`config.mk`:
```
export PLATFORM = sky130hd
export DESIGN_NAME = mac_burst_ctrl
export DESIGN_NICKNAME = d
export VERILOG_FILES = /design/src/rtl/mac_burst_ctrl.sv
export SDC_FILE = /design/constraint.sdc
export NUM_CORES = 1
export LEC_CHECK = 0
export BUFFER_PORTS_ARGS = -buffer_cell sky130_fd_sc_hd__buf_4
export CAP_MARGIN = 20
export CORE_AREA = 2 2 114 94
export CTS_BUF_LIST = sky130_fd_sc_hd__clkbuf_16
export DETAILED_ROUTE_END_ITERATION = 6
export DIE_AREA = 0 0 116 96
export PLACE_DENSITY_LB_ADDON = 0.12
export SYNTH_ARGS = -nofsm -noshare
export SYNTH_HDL_FRONTEND = slang
export SYNTH_SLANG_ARGS = --single-unit
```
`constraint.sdc`:
```
create_clock -name CLK -period 3 [get_ports CLK]
set_input_delay 0.3 -clock CLK [delete_from_list [all_inputs] [get_ports CLK]]
set_output_delay 0.3 -clock CLK [all_outputs]
set_load 0.02 [all_outputs]
```
`src/rtl/mac_burst_ctrl.sv`:
```
// mac_burst_ctrl: memory access controller for the DLX control path.
// Turns level MR/MW requests into AS_N/WR_N/ACK_N bus cycles, with
// multi-beat bursts, address auto-increment and core stall via STOP_N.
// Optional feature macro: MAC_TIMEOUT_EN (ACK timeout counter and abort
// path). When it is undefined, ACCESS waits for ACK_N indefinitely and
// TIMEOUT_ERR is tied low.
module mac_burst_ctrl #(
  parameter int DATA_W      = 32,
  parameter int ADDR_W      = 32,
  parameter int MAX_BURST   = 4,
  parameter int TIMEOUT_CYC = 16
) (
  input  logic                           CLK,
  input  logic                           RESET,
  input  logic                           MR,
  input  logic                           MW,
  input  logic [ADDR_W-1:0]              ADDR_IN,
  input  logic [$clog2(MAX_BURST+1)-1:0] BURST_LEN,
  input  logic [DATA_W-1:0]              WDATA,
  input  logic [DATA_W-1:0]              RDATA_IN,
  input  logic                           ACK_N,
  input  logic                           ERR_CLR,
  output logic                           AS_N,
  output logic                           WR_N,
  output logic [ADDR_W-1:0]              BUS_ADDR,
  output logic [DATA_W-1:0]              BUS_WDATA,
  output logic                           WDATA_NEXT,
  output logic [DATA_W-1:0]              RDATA_OUT,
  output logic                           RDATA_VLD,
  output logic                           BUSY,
  output logic                           STOP_N,
  output logic                           TIMEOUT_ERR,
  output logic                           PROTO_ERR,
  output logic [1:0]                     MAC_STATE
);

  localparam int LEN_W = $clog2(MAX_BURST + 1);
  localparam logic [ADDR_W-1:0] ADDR_STEP = ADDR_W'(DATA_W / 8);

  typedef enum logic [1:0] {
    ST_IDLE   = 2'b00,
    ST_ACCESS = 2'b01,
    ST_GAP    = 2'b10,
    ST_DONE   = 2'b11
  } state_t;

  // Reject parameter sets the datapath cannot honour.
  if (((DATA_W % 8) != 0) || (MAX_BURST < 1) || (TIMEOUT_CYC < 1)) begin : g_param_check
    $error("mac_burst_ctrl: illegal parameter set");
  end

  state_t            state_r;
  logic              write_r;
  logic [ADDR_W-1:0] addr_r;
  logic [LEN_W-1:0]  len_r;
  logic [LEN_W-1:0]  beat_r;
  logic              as_n_r;
  logic              wr_n_r;
  logic              busy_r;
  logic [DATA_W-1:0] rdata_r;
  logic              rdata_vld_r;
  logic              proto_err_r;

  logic              req_one_s;
  logic              req_both_s;
  logic              ack_s;
  logic              last_beat_s;
  logic              timeout_hit_s;
  logic [LEN_W-1:0]  eff_len_s;
  logic              stop_n_s;
  logic [DATA_W-1:0] bus_wdata_s;

  assign req_one_s   = MR ^ MW;
  assign req_both_s  = MR & MW;
  assign ack_s       = ~ACK_N;
  assign last_beat_s = (beat_r == (len_r - LEN_W'(1)));

  // Effective burst length: zero means one beat, oversize clamps to MAX_BURST.
  always_comb begin
    eff_len_s = BURST_LEN;
    if (BURST_LEN == '0) begin
      eff_len_s = LEN_W'(1);
    end else if (BURST_LEN > LEN_W'(MAX_BURST)) begin
      eff_len_s = LEN_W'(MAX_BURST);
    end else begin
      eff_len_s = BURST_LEN;
    end
  end

`ifdef MAC_TIMEOUT_EN
  localparam int TO_W = $clog2(TIMEOUT_CYC) + 1;
  localparam logic [TO_W-1:0] TO_LAST = TO_W'(TIMEOUT_CYC - 1);

  logic [TO_W-1:0] to_cnt_r;
  logic            timeout_err_r;

  // An ack in the same cycle always wins, since a hit requires ACK_N high.
  assign timeout_hit_s = (state_r == ST_ACCESS) && ACK_N && (to_cnt_r == TO_LAST);

  // Count unacknowledged ACCESS cycles; any other cycle restarts the count.
  always_ff @(posedge CLK or posedge RESET) begin
    if (RESET) begin
      to_cnt_r <= '0;
    end else if ((state_r == ST_ACCESS) && ACK_N && !timeout_hit_s) begin
      to_cnt_r <= to_cnt_r + TO_W'(1);
    end else begin
      to_cnt_r <= '0;
    end
  end

  // Sticky timeout flag; a new timeout beats a simultaneous clear.
  always_ff @(posedge CLK or posedge RESET) begin
    if (RESET) begin
      timeout_err_r <= 1'b0;
    end else if (timeout_hit_s) begin
      timeout_err_r <= 1'b1;
    end else if (ERR_CLR) begin
      timeout_err_r <= 1'b0;
    end
  end

  assign TIMEOUT_ERR = timeout_err_r;
`else
  assign timeout_hit_s = 1'b0;
  assign TIMEOUT_ERR   = 1'b0;
`endif

  // Sticky protocol-error flag for MR and MW requested together in IDLE.
  always_ff @(posedge CLK or posedge RESET) begin
    if (RESET) begin
      proto_err_r <= 1'b0;
    end else if ((state_r == ST_IDLE) && req_both_s) begin
      proto_err_r <= 1'b1;
    end else if (ERR_CLR) begin
      proto_err_r <= 1'b0;
    end
  end

  // Main controller FSM with registered bus strobes, address and read data.
  always_ff @(posedge CLK or posedge RESET) begin
    if (RESET) begin
      state_r     <= ST_IDLE;
      write_r     <= 1'b0;
      addr_r      <= '0;
      len_r       <= '0;
      beat_r      <= '0;
      as_n_r      <= 1'b1;
      wr_n_r      <= 1'b1;
      busy_r      <= 1'b0;
      rdata_r     <= '0;
      rdata_vld_r <= 1'b0;
    end else begin
      rdata_vld_r <= 1'b0;
      case (state_r)
        ST_IDLE: begin
          if (req_one_s) begin
            write_r <= MW;
            addr_r  <= ADDR_IN;
            len_r   <= eff_len_s;
            beat_r  <= '0;
            as_n_r  <= 1'b0;
            wr_n_r  <= ~MW;
            busy_r  <= 1'b1;
            state_r <= ST_ACCESS;
          end
        end
        ST_ACCESS: begin
          if (ack_s) begin
            if (!write_r) begin
              rdata_r     <= RDATA_IN;
              rdata_vld_r <= 1'b1;
            end
            as_n_r <= 1'b1;
            wr_n_r <= 1'b1;
            if (last_beat_s) begin
              state_r <= ST_DONE;
            end else begin
              addr_r  <= addr_r + ADDR_STEP;
              beat_r  <= beat_r + LEN_W'(1);
              state_r <= ST_GAP;
            end
          end else if (timeout_hit_s) begin
            as_n_r  <= 1'b1;
            wr_n_r  <= 1'b1;
            state_r <= ST_DONE;
          end
        end
        ST_GAP: begin
          as_n_r  <= 1'b0;
          wr_n_r  <= ~write_r;
          state_r <= ST_ACCESS;
        end
        ST_DONE: begin
          busy_r  <= 1'b0;
          state_r <= ST_IDLE;
        end
        default: begin
          as_n_r  <= 1'b1;
          wr_n_r  <= 1'b1;
          busy_r  <= 1'b0;
          state_r <= ST_IDLE;
        end
      endcase
    end
  end

  // Stall the core from request accept until the final beat resolves.
  always_comb begin
    stop_n_s = 1'b1;
    case (state_r)
      ST_IDLE: begin
        stop_n_s = ~req_one_s;
      end
      ST_ACCESS: begin
        if ((ack_s && last_beat_s) || timeout_hit_s) begin
          stop_n_s = 1'b1;
        end else begin
          stop_n_s = 1'b0;
        end
      end
      ST_GAP: begin
        stop_n_s = 1'b0;
      end
      ST_DONE: begin
        stop_n_s = 1'b1;
      end
      default: begin
        stop_n_s = 1'b1;
      end
    endcase
  end

  // Write data is only driven onto the bus while a write request is active.
  always_comb begin
    bus_wdata_s = '0;
    if (write_r && (state_r != ST_IDLE)) begin
      bus_wdata_s = WDATA;
    end else begin
      bus_wdata_s = '0;
    end
  end

  assign AS_N       = as_n_r;
  assign WR_N       = wr_n_r;
  assign BUS_ADDR   = addr_r;
  assign BUS_WDATA  = bus_wdata_s;
  assign WDATA_NEXT = (state_r == ST_ACCESS) && write_r && ack_s;
  assign RDATA_OUT  = rdata_r;
  assign RDATA_VLD  = rdata_vld_r;
  assign BUSY       = busy_r;
  assign STOP_N     = stop_n_s;
  assign PROTO_ERR  = proto_err_r;
  assign MAC_STATE  = state_r;

endmodule

```
==> results by stage <==
GRT:
- The number of global-route vias before repair was 4202.
- The first-pass GRT wire length is 20300 microns.
- After global routing the overflow that remains totals 0.
- Entering global routing, the biggest net connects 54 pins.
- The all-layer global routing usage is 0.234.
- The number of antenna violations at the first check in global routing was 0.

Detailed routing:
- The detailed-route vias per instance is 5.43.
- The per-cell routed wire length is 16.6 microns.
- The detailed router finished its first iteration with between 200 and 300 violations.
- The final layout contains routed wiring with a total length of about 13000 microns.
- The total number of vias is about 4300.
- The remaining routing DRC violations is 0.
- The first TritonRoute pass finished after 5 iterations.
- The count of nets left with antenna violations after detail routing is 0.

Timing:
- The post-layout worst setup margin is 0.381 ns.
- The slew at the pin with the worst max-slew slack is 0.899 ns.
- For the final routed database, the setup TNS stands at 0 ns.
- The post-route fraction of the period consumed by the critical path is 0.873.
- The total count of hold-check failures in the final report came to 0.
- Setup repair after global routing left no endpoint under its margin.
- On the final layout, the worst hold slack is between 0.1 and 0.15 ns.
- The final-report setup violation count is 0.
- The routed design could run at a clock period as short as approximately 2.6 ns.
- The number of max-slew violations in the final report was 0.
- The worst pin sits at a relative slew slack of 0.400.
- On the final layout, the worst clock skew is between 0.01 and 0.015 ns.
- Timing would allow up to 382 MHz.

Place:
- The number of port buffers is 209.
- The total cell area at the placement stage is 6070 sq um.
- OpenSTA, run right after detailed placement, puts the worst setup slack at between 0.5 and 0.6 ns.
- Routability-driven placement finished with a final weighted congestion of 0.839.
- The final HPWL from detailed placement is 9910 microns.

Power:
- VDD sags by at most 731 uV.
- The areal power density over the cells is about 1100 nW/um^2.
- Total power for the finished layout comes to between 7 and 8 mW.
- For this design the static power due to leakage is 3.02 nW.

Clock network:
- TritonCTS built the clock tree.
- The hold-fix buffer count after cts is 0.
- The clock latency reported for the late side of the worst-skew pair is 0.34 ns.
- The post-CTS setup-driven buffer insertion count is 0.
- The clock tree synthesis step divided the H-tree into 3 levels.
- The clock passes through at most 2 buffers.
- Counting every sink on the clock net gives 78.
- The register clock-pin slew on the reported worst setup and hold paths is around 0.06 ns.
- The count of cells resized by post-cts repair is 0.
- The library cell used as clock root buffer is clkbuf_16.
- Buffers inserted during clock tree synthesis total 9.

Worst setup path:
- The critical path crosses 7 cells after its start point.
- For the worst flop-to-flop path, the logic depth is 8.
- In this run the critical register-to-register path is captured at BUS_ADDR[14].
- The worst setup path category is reg -> out.
- The cell repeated most along the worst path is buf_4.
- Traced cell by cell, the critical path runs through inv_1 -> ha_1 -> buf_4 -> inv_1 -> buf_4 -> nor3_1 -> buf_4.
- On the worst path, the slowest cell contributes a delay of 0.41 ns.
- Tracing the worst setup path back leads to its startpoint at MAC_STATE[1].
- The critical path's slowest cell is dfrtp_1.
- The number of buffers and inverters on the critical path is 5.
- Across all register-to-register paths, the minimum setup slack is 0.49 ns.
- Following the worst setup path forward leads to its endpoint at WDATA_NEXT.
- Data on the critical path arrives at its endpoint at 2.32 ns.
- The maximum fanout encountered on the critical timing path is 30.
- The required time of the worst setup path is 2.70 ns.
- The worst register-to-register path begins at MAC_STATE[0].
- The cell type group with the largest total delay on the critical path is buffers and inverters.
- STA classifies the critical path endpoint as a primary output.
- The worst setup path is launched from a flip-flop.

Floorplanning:
- In this run the vertical extent of the chip is 96 microns.
- The die covers 11100 sq um.
- The number of ports placed on the die boundary is 211.
- The floorplan step set the die width to roughly 120 microns.
- The area of the core is approximately 10000 sq um.
- The initial core utilization is 0.437.
- The row count is 33.

Synth:
- Of the total synthesized cell area, the portion taken by full adders, half adders and majority gates is 0.0286.
- The main combinational cell family by area after synthesis is simple AND/OR/NAND/NOR gates.
- The per-instance average area after synthesis is 9.89 sq um.
- Among all flip-flop cells after synthesis, the most frequent one is dfrtp_1.
- Of the total synthesized cell area, the portion taken by XOR and XNOR cells is 0.00916.
- Of the total synthesized cell area, the portion taken by AND, OR, NAND and NOR gates is 0.257.
- The number of different library cells used by synthesis comes to between 50 and 60.
- The fraction of the yosys area taken by sequential cells is 0.447.
- The number of warning messages in the yosys log is 0.
- Synthesis inferred 78 register bits.
- The async set-reset flop share out of synthesis is 1.00.
- In the synthesized netlist, the number of instances is 442.
- Synthesis produced a netlist with a net count of between 500 and 600.
- Counting flops with a built-in enable in the synthesized netlist gives 0.
- The synthesized netlist occupies a cell area of between 4000 and 5000 sq um.
- The fraction of the mapped netlist area in compound gates came to 0.113.
- Measured against the total synthesized area, the mux share comes to 0.105.

Layout:
- The signed area change from the synthesized netlist to the final layout is 45.4%.
- The ratio of cells with drive above 1 in the final layout is 0.434.
- The number of antenna diodes in the final layout is 0.
- Once layout is done, the placed cells without fillers occupy 6350 sq um.
- In the final layout, flip-flops and latches occupy approximately 2000 sq um.
- For this run, the post-layout net count is 758.
- The layout has 840 filler cells.
- The multi-input combinational cells in the finished layout cover a total of approximately 2200 sq um.

Flow run:
- The number of maximum-capacitance violations is 0.

Min path:
- In this run the worst hold path is classified as in -> async.

Outcome:
- The run finished with clean final reports.
layout make-up:
class                      count  share of cell area
multi-input combinational    323               0.353
sequential                    78               0.308
timing repair buffer         219               0.259
clock buffer                   9              0.0355
tap                          140              0.0276
clock inverter                 7             0.00906
inverter                      12             0.00729
state kept, by name, indices dropped and copies added (netlist names), 2 cells and up:
name	cells
BUS_ADDR	32
RDATA_OUT	32
len_r	3
beat_r	3
MAC_STATE	2
cells in the final DEF, fill, tap and decap left out, types with 7 or more instances in the layout:
master     Yosys  routed
a21oi_1       11      11
a32oi_1        9       9
and2_1        40      40
and3_1         7       7
buf_4          2     218
clkbuf_16      0       9
dfrtp_1       76      76
ha_1          10      10
inv_1         12      13
mux2_2        37      37
nand2_1       42      42
nand3_1       28      28
nand4_1       15      15
nor2_1        16      16
nor3_1        11      10
nor4_1         7       7
o21ai_0       12      12
or4_1          8       8
worst min path at each step:
stage                                to  slack (ns)   startpoint
after floorplan               PROTO_ERR        0.40      ERR_CLR
final                     RDATA_OUT[13]        0.14        RESET
after CTS                     PROTO_ERR        0.14      ERR_CLR
after detailed placement    BUS_ADDR[0]        0.49  BUS_ADDR[0]
after global routing          PROTO_ERR        0.14      ERR_CLR
after global placement         len_r[1]        0.48     len_r[1]
routing by layer:
metal | vias up | GRT usage | wire, microns
met5 | - | 0 | 0
met4 | 0 | 0.0585 | 124
met3 | 15 | 0.0630 | 1040
met2 | 208 | 0.407 | 6560
met1 | 2032 | 0.291 | 5390
li1 | 2027 | - | -
per-stage QoR:
stage	util	cells
detailed placement	0.607	772
floorplan	-	442
CTS	0.636	788
global route	0.636	788
global placement	0.606	771
finish	0.636	788
report_power, final:
part           switching [mW]  internal, mW  total, mW
combinational            2.27          1.83       4.10
sequential              0.519          1.58       2.10
clock                   0.423         0.631       1.05
logic make-up (layout without fill, tap and decap cells):
kind of cell | count (synthesis) | after routing
and+or+nand+nor | 200 | 200
DFF | 78 | 78
AOI/OAI and AO/OA | 68 | 68
muxes | 41 | 41
buffers and inverters | 41 | 247
adders and majority gates | 10 | 10
xor gates and xnor gates | 3 | 3
other | 1 | 1
Yosys cell counts, drive strengths merged (7+ instances only):
master | count | share of area
dfrtp | 76 | 0.44
mux2 | 37 | 0.095
o21ai | 12 | 0.014
and2 | 40 | 0.057
nor3 | 12 | 0.016
inv | 12 | 0.010
and3 | 7 | 0.010
nand2 | 42 | 0.036
nor4 | 7 | 0.010
and4 | 7 | 0.015
a21oi | 11 | 0.013
nand3 | 28 | 0.032
buf | 9 | 0.013
a32oi | 9 | 0.018
nand4 | 15 | 0.021
nor2 | 17 | 0.015
clkbuf | 20 | 0.017
or4 | 9 | 0.016
ha | 10 | 0.029
Note: power is estimated with default switching activity, not from simulation.
